**config.mk**
```make
export PLATFORM = sky130hd
export DESIGN_NAME = xoro_top
export DESIGN_NICKNAME = d
export VERILOG_FILES = /design/src/rtl/xoro_pkg.sv /design/src/rtl/xoro_if.sv /design/src/rtl/xoro_uart_tx.sv /design/src/rtl/xoro_top.sv
export SDC_FILE = /design/constraint.sdc
export NUM_CORES = 1
export LEC_CHECK = 0
export BUFFER_PORTS_ARGS = -buffer_cell sky130_fd_sc_hd__buf_2
export CAP_MARGIN = 20
export CORE_UTILIZATION = 63
export CTS_CLUSTER_DIAMETER = 120
export CTS_CLUSTER_SIZE = 25
export DETAILED_ROUTE_END_ITERATION = 10
export PLACE_DENSITY_LB_ADDON = 0.1
export SKIP_CTS_REPAIR_TIMING = 1
export SLEW_MARGIN = 20
export SYNTH_ARGS = -nofsm -noshare
export SYNTH_HDL_FRONTEND = slang
export SYNTH_SLANG_ARGS = --single-unit
```
**constraint.sdc**
```tcl
create_clock -name CLOCK_50 -period 2.6 [get_ports CLOCK_50]
set_input_delay 0.26 -clock CLOCK_50 [delete_from_list [all_inputs] [get_ports CLOCK_50]]
set_output_delay 0.26 -clock CLOCK_50 [all_outputs]
set_load 0.02 [all_outputs]
```
**src/rtl/xoro_pkg.sv**
```systemverilog
// Shared constants and types for the xoroshiro128+ UART streamer.
package xoro_pkg;

  localparam logic [63:0] SEED_S0_DEF = 64'h0000_0000_0000_0001;
  localparam logic [63:0] SEED_S1_DEF = 64'h0000_0000_0000_0002;

  localparam int unsigned ROT_A = 55;
  localparam int unsigned SHF_B = 14;
  localparam int unsigned ROT_C = 36;

  typedef enum logic {
    LOAD = 1'b0,
    RUN  = 1'b1
  } xoro_state_t;

  function automatic logic [63:0] rotl64(input logic [63:0] x, input int unsigned n);
    return (x << n) | (x >> (64 - n));
  endfunction

endpackage

```
**src/rtl/xoro_if.sv**
```systemverilog
// Byte handshake between the PRNG control and the UART transmitter.
interface xoro_if;
  logic [7:0] data;
  logic       start;
  logic       busy;
  logic       done;
  logic       tx;

  modport master (output data, output start, input busy, input done, input tx);
  modport slave  (input data, input start, output busy, output done, output tx);
endinterface

```
**src/rtl/xoro_uart_tx.sv**
```systemverilog
// 8N1 transmitter: start bit, 8 data bits LSB first, stop bit, BIT_CYC clocks each.
module xoro_uart_tx
  import xoro_pkg::*;
#(
  parameter int CLK_HZ = 50_000_000,
  parameter int BAUD   = 115_200
) (
  input  logic   clk,
  input  logic   rst,
  xoro_if.slave  bus
);

  localparam int BIT_CYC = CLK_HZ / BAUD;
  localparam int CW      = (BIT_CYC > 1) ? $clog2(BIT_CYC) : 1;

  logic [CW-1:0] cyc_cnt;
  logic [3:0]    bit_cnt;
  logic [9:0]    shreg;
  logic          busy_q;
  logic          tx_q;

  always_ff @(posedge clk) begin
    if (rst) begin
      busy_q  <= 1'b0;
      tx_q    <= 1'b1;
      cyc_cnt <= '0;
      bit_cnt <= '0;
      shreg   <= '0;
    end else if (!busy_q) begin
      if (bus.start) begin
        busy_q  <= 1'b1;
        shreg   <= {1'b1, bus.data, 1'b0};
        tx_q    <= 1'b0;
        bit_cnt <= 4'd9;
        cyc_cnt <= CW'(BIT_CYC - 1);
      end
    end else if (cyc_cnt != '0) begin
      cyc_cnt <= cyc_cnt - CW'(1);
    end else if (bit_cnt == 4'd0) begin
      busy_q <= 1'b0;
      tx_q   <= 1'b1;
    end else begin
      // shreg[0] is the bit on the line; shreg[1] is the one that follows
      shreg   <= shreg >> 1;
      tx_q    <= shreg[1];
      bit_cnt <= bit_cnt - 4'd1;
      cyc_cnt <= CW'(BIT_CYC - 1);
    end
  end

  assign bus.busy = busy_q;
  assign bus.done = busy_q && (cyc_cnt == '0) && (bit_cnt == 4'd0);
  assign bus.tx   = tx_q;

endmodule

```
**src/rtl/xoro_top.sv**
```systemverilog
// xoroshiro128+ PRNG loaded from a 4-word seed ROM, low result byte streamed over UART.
//   state | meaning
//   LOAD  | copy seed ROM words 0..3 into s0/s1, one per cycle
//   RUN   | advance PRNG every cycle, feed UART whenever it is idle
module xoro_top
  import xoro_pkg::*;
#(
  parameter int          CLK_HZ  = 50_000_000,
  parameter int          BAUD    = 115_200,
  parameter logic [63:0] SEED_S0 = SEED_S0_DEF,
  parameter logic [63:0] SEED_S1 = SEED_S1_DEF
) (
  input  logic       CLOCK_50,
  input  logic       reset_btn,
  output logic [3:0] LED,
  output logic [3:0] RND_OUT,
  output logic       UART_TX
);

  logic        resetn;
  logic [31:0] mem_addr;
  logic [31:0] mem_rdata;
  xoro_state_t state, state_nxt;
  logic [63:0] s0, s1, t, result, s0_nxt, s1_nxt;
  logic [3:0]  led_cnt;
  logic [3:0]  rnd_q;
  logic        tx_rst;

  xoro_if uart_bus ();

  always_ff @(posedge CLOCK_50) begin
    resetn <= ~reset_btn;
  end

  always_comb begin
    case (mem_addr[3:2])
      2'd0:    mem_rdata = SEED_S0[31:0];
      2'd1:    mem_rdata = SEED_S0[63:32];
      2'd2:    mem_rdata = SEED_S1[31:0];
      default: mem_rdata = SEED_S1[63:32];
    endcase
  end

  always_ff @(posedge CLOCK_50) begin
    if (!resetn) state <= LOAD;
    else         state <= state_nxt;
  end

  always_comb begin
    state_nxt = state;
    case (state)
      LOAD:    if (mem_addr[3:2] == 2'd3) state_nxt = RUN;
      RUN:     state_nxt = RUN;
      default: state_nxt = LOAD;
    endcase
  end

  always_comb begin
    result = s0 + s1;
    t      = s1 ^ s0;
    s0_nxt = rotl64(s0, ROT_A) ^ t ^ (t << SHF_B);
    s1_nxt = rotl64(t, ROT_C);
  end

  always_ff @(posedge CLOCK_50) begin
    if (!resetn) begin
      mem_addr <= '0;
      s0       <= '0;
      s1       <= '0;
      rnd_q    <= '0;
      led_cnt  <= '0;
    end else begin
      if (state == LOAD) begin
        case (mem_addr[3:2])
          2'd0:    s0[31:0]  <= mem_rdata;
          2'd1:    s0[63:32] <= mem_rdata;
          2'd2:    s1[31:0]  <= mem_rdata;
          default: s1[63:32] <= mem_rdata;
        endcase
        if (mem_addr[3:2] != 2'd3) mem_addr <= mem_addr + 32'd4;
      end else begin
        s0    <= s0_nxt;
        s1    <= s1_nxt;
        rnd_q <= result[3:0];
      end
      if (uart_bus.done) led_cnt <= led_cnt + 4'd1;
    end
  end

  // results produced while a frame is on the wire are simply dropped
  assign uart_bus.start = (state == RUN) && !uart_bus.busy;
  assign uart_bus.data  = result[7:0];
  assign tx_rst         = ~resetn;

  xoro_uart_tx #(
    .CLK_HZ (CLK_HZ),
    .BAUD   (BAUD)
  ) u_uart_tx (
    .clk (CLOCK_50),
    .rst (tx_rst),
    .bus (uart_bus)
  );

  // the line must idle high the moment resetn drops, even mid-frame
  assign UART_TX = resetn ? uart_bus.tx : 1'b1;
  assign LED     = led_cnt;
  assign RND_OUT = rnd_q;

endmodule

```
== Yosys cells after proc, flatten, opt, wreduce, memory -nomap -nowiden ==
Cells that the tools add are included.

* Add/subtract/negate cells: 5
* Multipliers: 0
* Divide/modulo/power cells: 0
* Order comparisons: 0
* Equality and inequality tests: 8
* Shift-type cells: 0
* Multiplexer cells: 30
* Bitwise logic cells: 7
* Reduce and logical (&&, ||, !) cells: 17

{| class="wikitable"
|+ Operators with widths
! cell !! number
|-
| $xor 64x64->64 || 3
|-
| $mux 32 || 4
|-
| $mux 64 || 2
|-
| $or 64x36->64 || 1
|-
| $or 64x55->64 || 1
|-
| $mux 10 || 4
|-
| $mux 9 || 4
|-
| $add 32x3->32 const B || 1
|-
| $mux 4 || 4
|-
| $mux 1 || 10
|-
| $logic_not 9->1 || 1
|-
| $reduce_bool 9->1 || 1
|-
| $sub 9x1->9 const B || 1
|-
| $add 8x8->8 || 1
|-
| $reduce_bool 2->1 || 4
|-
| $ne 2x2->1 const B || 3
|-
| $reduce_and 2->1 || 3
|-
| $add 4x1->4 const B || 1
|-
| $eq 2x2->1 const B || 2
|-
| $logic_not 4->1 || 1
|-
| $pmux 2 s2 || 1
|-
| $sub 4x1->4 const B || 1
|-
| $logic_and 1x1->1 || 3
|-
| $ne 3x3->1 const B || 1
|-
| other kinds (8) || 9
|}

* Register bits after elaboration: 195
* Latch bits: 0
* Bits in writable memories: 0
* ROM bits: 0
* Bits of input ports: 2
* Output and inout bits: 9
* Word-level logic and storage cells: 81
* Memories kept: 0

== Depth between registers and ports, before layout ==
* Depth after elaboration: 4
* Depth in mapped cells: 7
* Depth with buffers taken out: 7

== By module ==
A second synthesis with hierarchy kept.

* Cell total of the unflattened synthesis: 965
* Area, all modules: 8434.3 µm²

{| class="wikitable"
|+ Modules (own cells, without submodules)
! module !! times used !! cells an instance !! area an instance (µm²) !! seq. area each (µm²)
|-
| xoro_top || 1 || 829 || 7234.4 || 2802.7
|-
| xoro_uart_tx || 1 || 136 || 1199.9 || 480.5
|}

== Worst setup path after synthesis ==
Ideal clock, no wire load.

* Path type: register to register
* Start point: reg u_uart_tx.cyc_cnt[0]
* End point: reg u_uart_tx.shreg[6]
* Setup time: 0.117 ns
* Arrival: 1.925 ns
* Data required time: 2.483 ns
* Setup slack: 0.558 ns
* Stages on the path, launching flop included: 8
* Path buffers: 0
* Clock period less this slack: 2.042 ns
* Cell sequence: dfxtp_1 -> inv_1 -> ha_1 -> or4b_4 -> or4_4 -> nand3_1 -> inv_1 -> a32o_1

* Word-level cells in the longest chain between the ends: 3

{| class="wikitable"
|+ Ends and longest elaborated chain
! what !! RTL line !! source
|-
| start: declaration || xoro_uart_tx.sv:16 || <nowiki>logic [CW-1:0] cyc_cnt;</nowiki>
|-
| start signal: assignment || xoro_uart_tx.sv:35 || <nowiki>cyc_cnt <= CW'(BIT_CYC - 1);</nowiki>
|-
| start signal: assignment || xoro_uart_tx.sv:38 || <nowiki>cyc_cnt <= cyc_cnt - CW'(1);</nowiki>
|-
| start signal: assignment || xoro_uart_tx.sv:47 || <nowiki>cyc_cnt <= CW'(BIT_CYC - 1);</nowiki>
|-
| $reduce_bool 9->1 || xoro_uart_tx.sv:37 || <nowiki>end else if (cyc_cnt != '0) begin</nowiki>
|-
| $ne 2x2->1 (no source line) || - ||
|-
| $reduce_and 3->1 (no source line) || - ||
|-
| end signal: assignment || xoro_uart_tx.sv:32 || <nowiki>shreg <= {1'b1, bus.data, 1'b0};</nowiki>
|-
| end signal: assignment || xoro_uart_tx.sv:44 || <nowiki>shreg <= shreg >> 1;</nowiki>
|-
| end: declaration || xoro_uart_tx.sv:18 || <nowiki>logic [9:0] shreg;</nowiki>
|}

No other way between the ends.
A chain may end at the register's enable or synchronous reset.

== Final worst setup path ==
* Start point: reg u_uart_tx.bit_cnt[0]
* End point: reg led_cnt[3], in the netlist LED[3]

* Word-level cells in the longest chain between the ends: 2

{| class="wikitable"
|+ Ends and longest elaborated chain
! what !! RTL line !! source
|-
| start: declaration || xoro_uart_tx.sv:17 || <nowiki>logic [3:0] bit_cnt;</nowiki>
|-
| start signal: assignment || xoro_uart_tx.sv:46 || <nowiki>bit_cnt <= bit_cnt - 4'd1;</nowiki>
|-
| $logic_not 4->1 || xoro_uart_tx.sv:52 || <nowiki>assign bus.done = busy_q && (cyc_cnt == '0) && (bit_cnt == 4'd0);</nowiki>
|-
| $logic_and 1x1->1 || xoro_uart_tx.sv:52 ||
|-
| end signal: assignment || xoro_top.sv:86 || <nowiki>if (uart_bus.done) led_cnt <= led_cnt + 4'd1;</nowiki>
|-
| end: declaration || xoro_top.sv:25 || <nowiki>logic [3:0] led_cnt;</nowiki>
|}

No other way between the ends.

==> metrics.txt <==
outcome=completed; FF-to-FF path depth=6; row count=41; via count=7033; Synth area leader=dfxtp_1; setup_tns=0 ns; number of global-route vias before repair=6591; reg2reg start=u_uart_tx.bit_cnt[0]; die footprint=13890 µm²; compound-cell area share of the yosys netlist=15.75%; Worst setup SP type=flop; CTS tree=done; Final Cell Area=9279 µm²; Worst Skew=0.005971 ns; footprint of the multi-input gates=4863 µm²; RSZ-0062 raised after global routing=false; Antenna Diode Count=0; vias per inst=6.105; Syn Nets=1009; top cells by area, synth=dfxtp_1 39%, xnor2_1 9.6%, xor2_1 9.3%; Buffers on Ports=10; largest family of logic cells by synthesized area=XOR/XNOR gates; Synth Cell Area=8458 µm²; Syn Area/Cell=8.544 µm²; post-synthesis mux area share=1.464%; Slew headroom=45.75%; Top Family by Delay on Critical Path=simple AND/OR/NAND/NOR gates; Final period util=91.14%; Clock Latency Late Sink=0.42 ns; ys flop type=dfxtp_1; Detailed Routing Iterations Pass 1=5; worst min path class=reg -> reg; critical path arrival=2.72 ns; WHS Path Cells=2; Async SR Flop Fraction=0%; top cells by count, synth=164 x dfxtp_1, 135 x nor2_1, 101 x a21oi_1; Root Driver=clkbuf_16; final RePlAce weighted congestion=0.8330; largest net degree at the start of global routing=114; Adder-Cell Fraction of Synth Area=2.604%; Leakage Power=3.761 nW; routed len/inst=17.91 µm; Area after DPL=8620 µm²; fill count=1010; core region area=12880 µm²; H-tree depth=4; GR Util All Layers=30.11%; register area share after synthesis=38.82%; Post-DRT Antenna Nets=0; post-synth top area share=38.82%; GR Overflow Total=0; WP data required=2.95 ns; FF+latch area=3288 µm²; CP Depth=6; Crit Path Class=reg -> reg; top-count cell post-synth=dfxtp_1; R2R Setup Slk=0.23 ns; first-pass GRT wire length=33.19 mm; Worst-path clk slew=0.06 ns; Cells after Synth=990; final WL=20.63 mm; Synth Area in XOR/XNOR=18.95%; Final Hold Violating Endpoints=0; Cell Pwr Density=837.5 nW/µm²; MaxCap Viol Count=0; share of cells above drive strength 1=6.939%; Netlist cell types=55; CP peak stage delay=0.64 ns; clk buf depth=2; Ports=11; Initial Util=65.69%; #FFs+latches synth=164; fin crit period=2.370 ns; Worst Path Buf+Inv=1; r2r endpoint=LED[3]; CTS Buf Count=17; Die Ht=117.9 µm; post-synthesis simple-gate area fraction=18.67%; antenna violations before repair=0; maximum fanout along the worst path=6; Slowest cell on crit path=nor3b_1; Chip Width=117.9 µm; hpwl dp=13.16 mm; Max Freq=422.0 MHz; synth-to-layout area growth=9.704%; crit path to=LED[3]; Remaining DRCs=0; setup violators final=0; CTS Sinks=164; final slew viol count=0; EDFF count, synth=0; crit path from=u_uart_tx.bit_cnt[0]; worst-path cell chain=inv_1, ha_1, nor3b_1, nand4_1, or3_1, a21oi_1; fin nets=987; Worst Tran Pin Value=0.8063 ns; initial drt markers=659; yosys warns=0; Setup crit end kind=flop; peak supply drop=854.1 µV
[how the worst min path moves through the flow]
stage,startpoint,endpoint,slack [ns]
finish,u_uart_tx.shreg[3],u_uart_tx.shreg[3],0.46
detailed placement,reset_btn,resetn,0.41
floorplan,reset_btn,resetn,0.32
global route,RND_OUT[0],RND_OUT[0],0.50
CTS,reset_btn,resetn,-0.03
global placement,reset_btn,resetn,0.40
[sequential cells by signal (all words and copies together), names as in the netlist]
signal / count
u_uart_tx.bus.tx: 1
u_uart_tx.shreg: 9
state: 1
resetn: 1
LED: 4
s1: 64
RND_OUT: 4
mem_addr: 2
u_uart_tx.bit_cnt: 4
u_uart_tx.bus.busy: 1
s0: 64
u_uart_tx.cyc_cnt: 9
[layout make-up]
class                      instances  area share, %
clock buffer                      22          5.111
clock inverter                     9          1.888
inverter                          17         0.7012
multi-input combinational        742          52.41
sequential                       164          35.44
tap                              172          2.319
timing repair buffer              26          2.131
[through the flow]
step	worst slack [ns]	instances	total power [W]	utilization [%]	hold slack, ns
3_5_place_dp	0.3050	1120	0.004983	66.94	0.4099
3_3_place_gp	0.4106	1120	0.004913	66.94	0.4032
6_report	0.2303	1152	0.007771	72.06	0.4625
2_1_floorplan	0.5581	990	0.004401	-	0.3165
4_1_cts	0.2454	1151	0.007764	71.99	-0.02657
5_1_grt	0.05830	1152	0.008108	72.06	0.4951
[power breakdown]
part | switching, W | internal (W)
clock network | 0.000998 | 0.00177
registers | 0.000235 | 0.00270
logic | 0.00136 | 0.000706
[cells by family (layout without fill, tap and decap cells)]
| logic type | Yosys count | count (layout) |
|---|---|---|
| AND/OR/NAND/NOR | 304 | 304 |
| XOR/XNOR | 183 | 183 |
| adder cells (fa/ha/maj) | 17 | 17 |
| multiplexers | 12 | 12 |
| flip-flops | 164 | 164 |
| AO/OA/AOI/OAI | 226 | 226 |
| buffers and inverters | 84 | 74 |
[worst register-to-register path, delay by kind of cell (launching register included)]
| family | cells | cell delay [ns] |
|---|---|---|
| AO/OA/AOI/OAI | 1 | 0.14 |
| AND/OR/NAND/NOR | 3 | 1.50 |
| buffers and inverters | 1 | 0.13 |
| adder cells (fa/ha/maj) | 1 | 0.19 |
| flip-flops | 1 | 0.34 |
[per-layer routing]
metal,up-vias,GRT usage [%],routed length [µm]
met5,-,0,0
met4,0,13.38,629
met3,49,5.426,1080
met2,218,48.71,9858
met1,3420,39.12,9063
li1,3346,-,-
[layout by cell type, fill, tap and decap left out, types with 9 or more instances in the layout]
master,count
xor2_1,90
inv_1,16
dfxtp_1,162
o211ai_1,14
a211oi_1,10
nor2_1,135
clkbuf_16,17
xnor2_1,93
nand3_1,30
mux2i_1,9
nand2_1,32
nor3b_1,80
ha_1,16
a21oi_1,101
o21ai_0,67
buf_2,10
buf_4,13
Power figures use the tool's default switching activity.
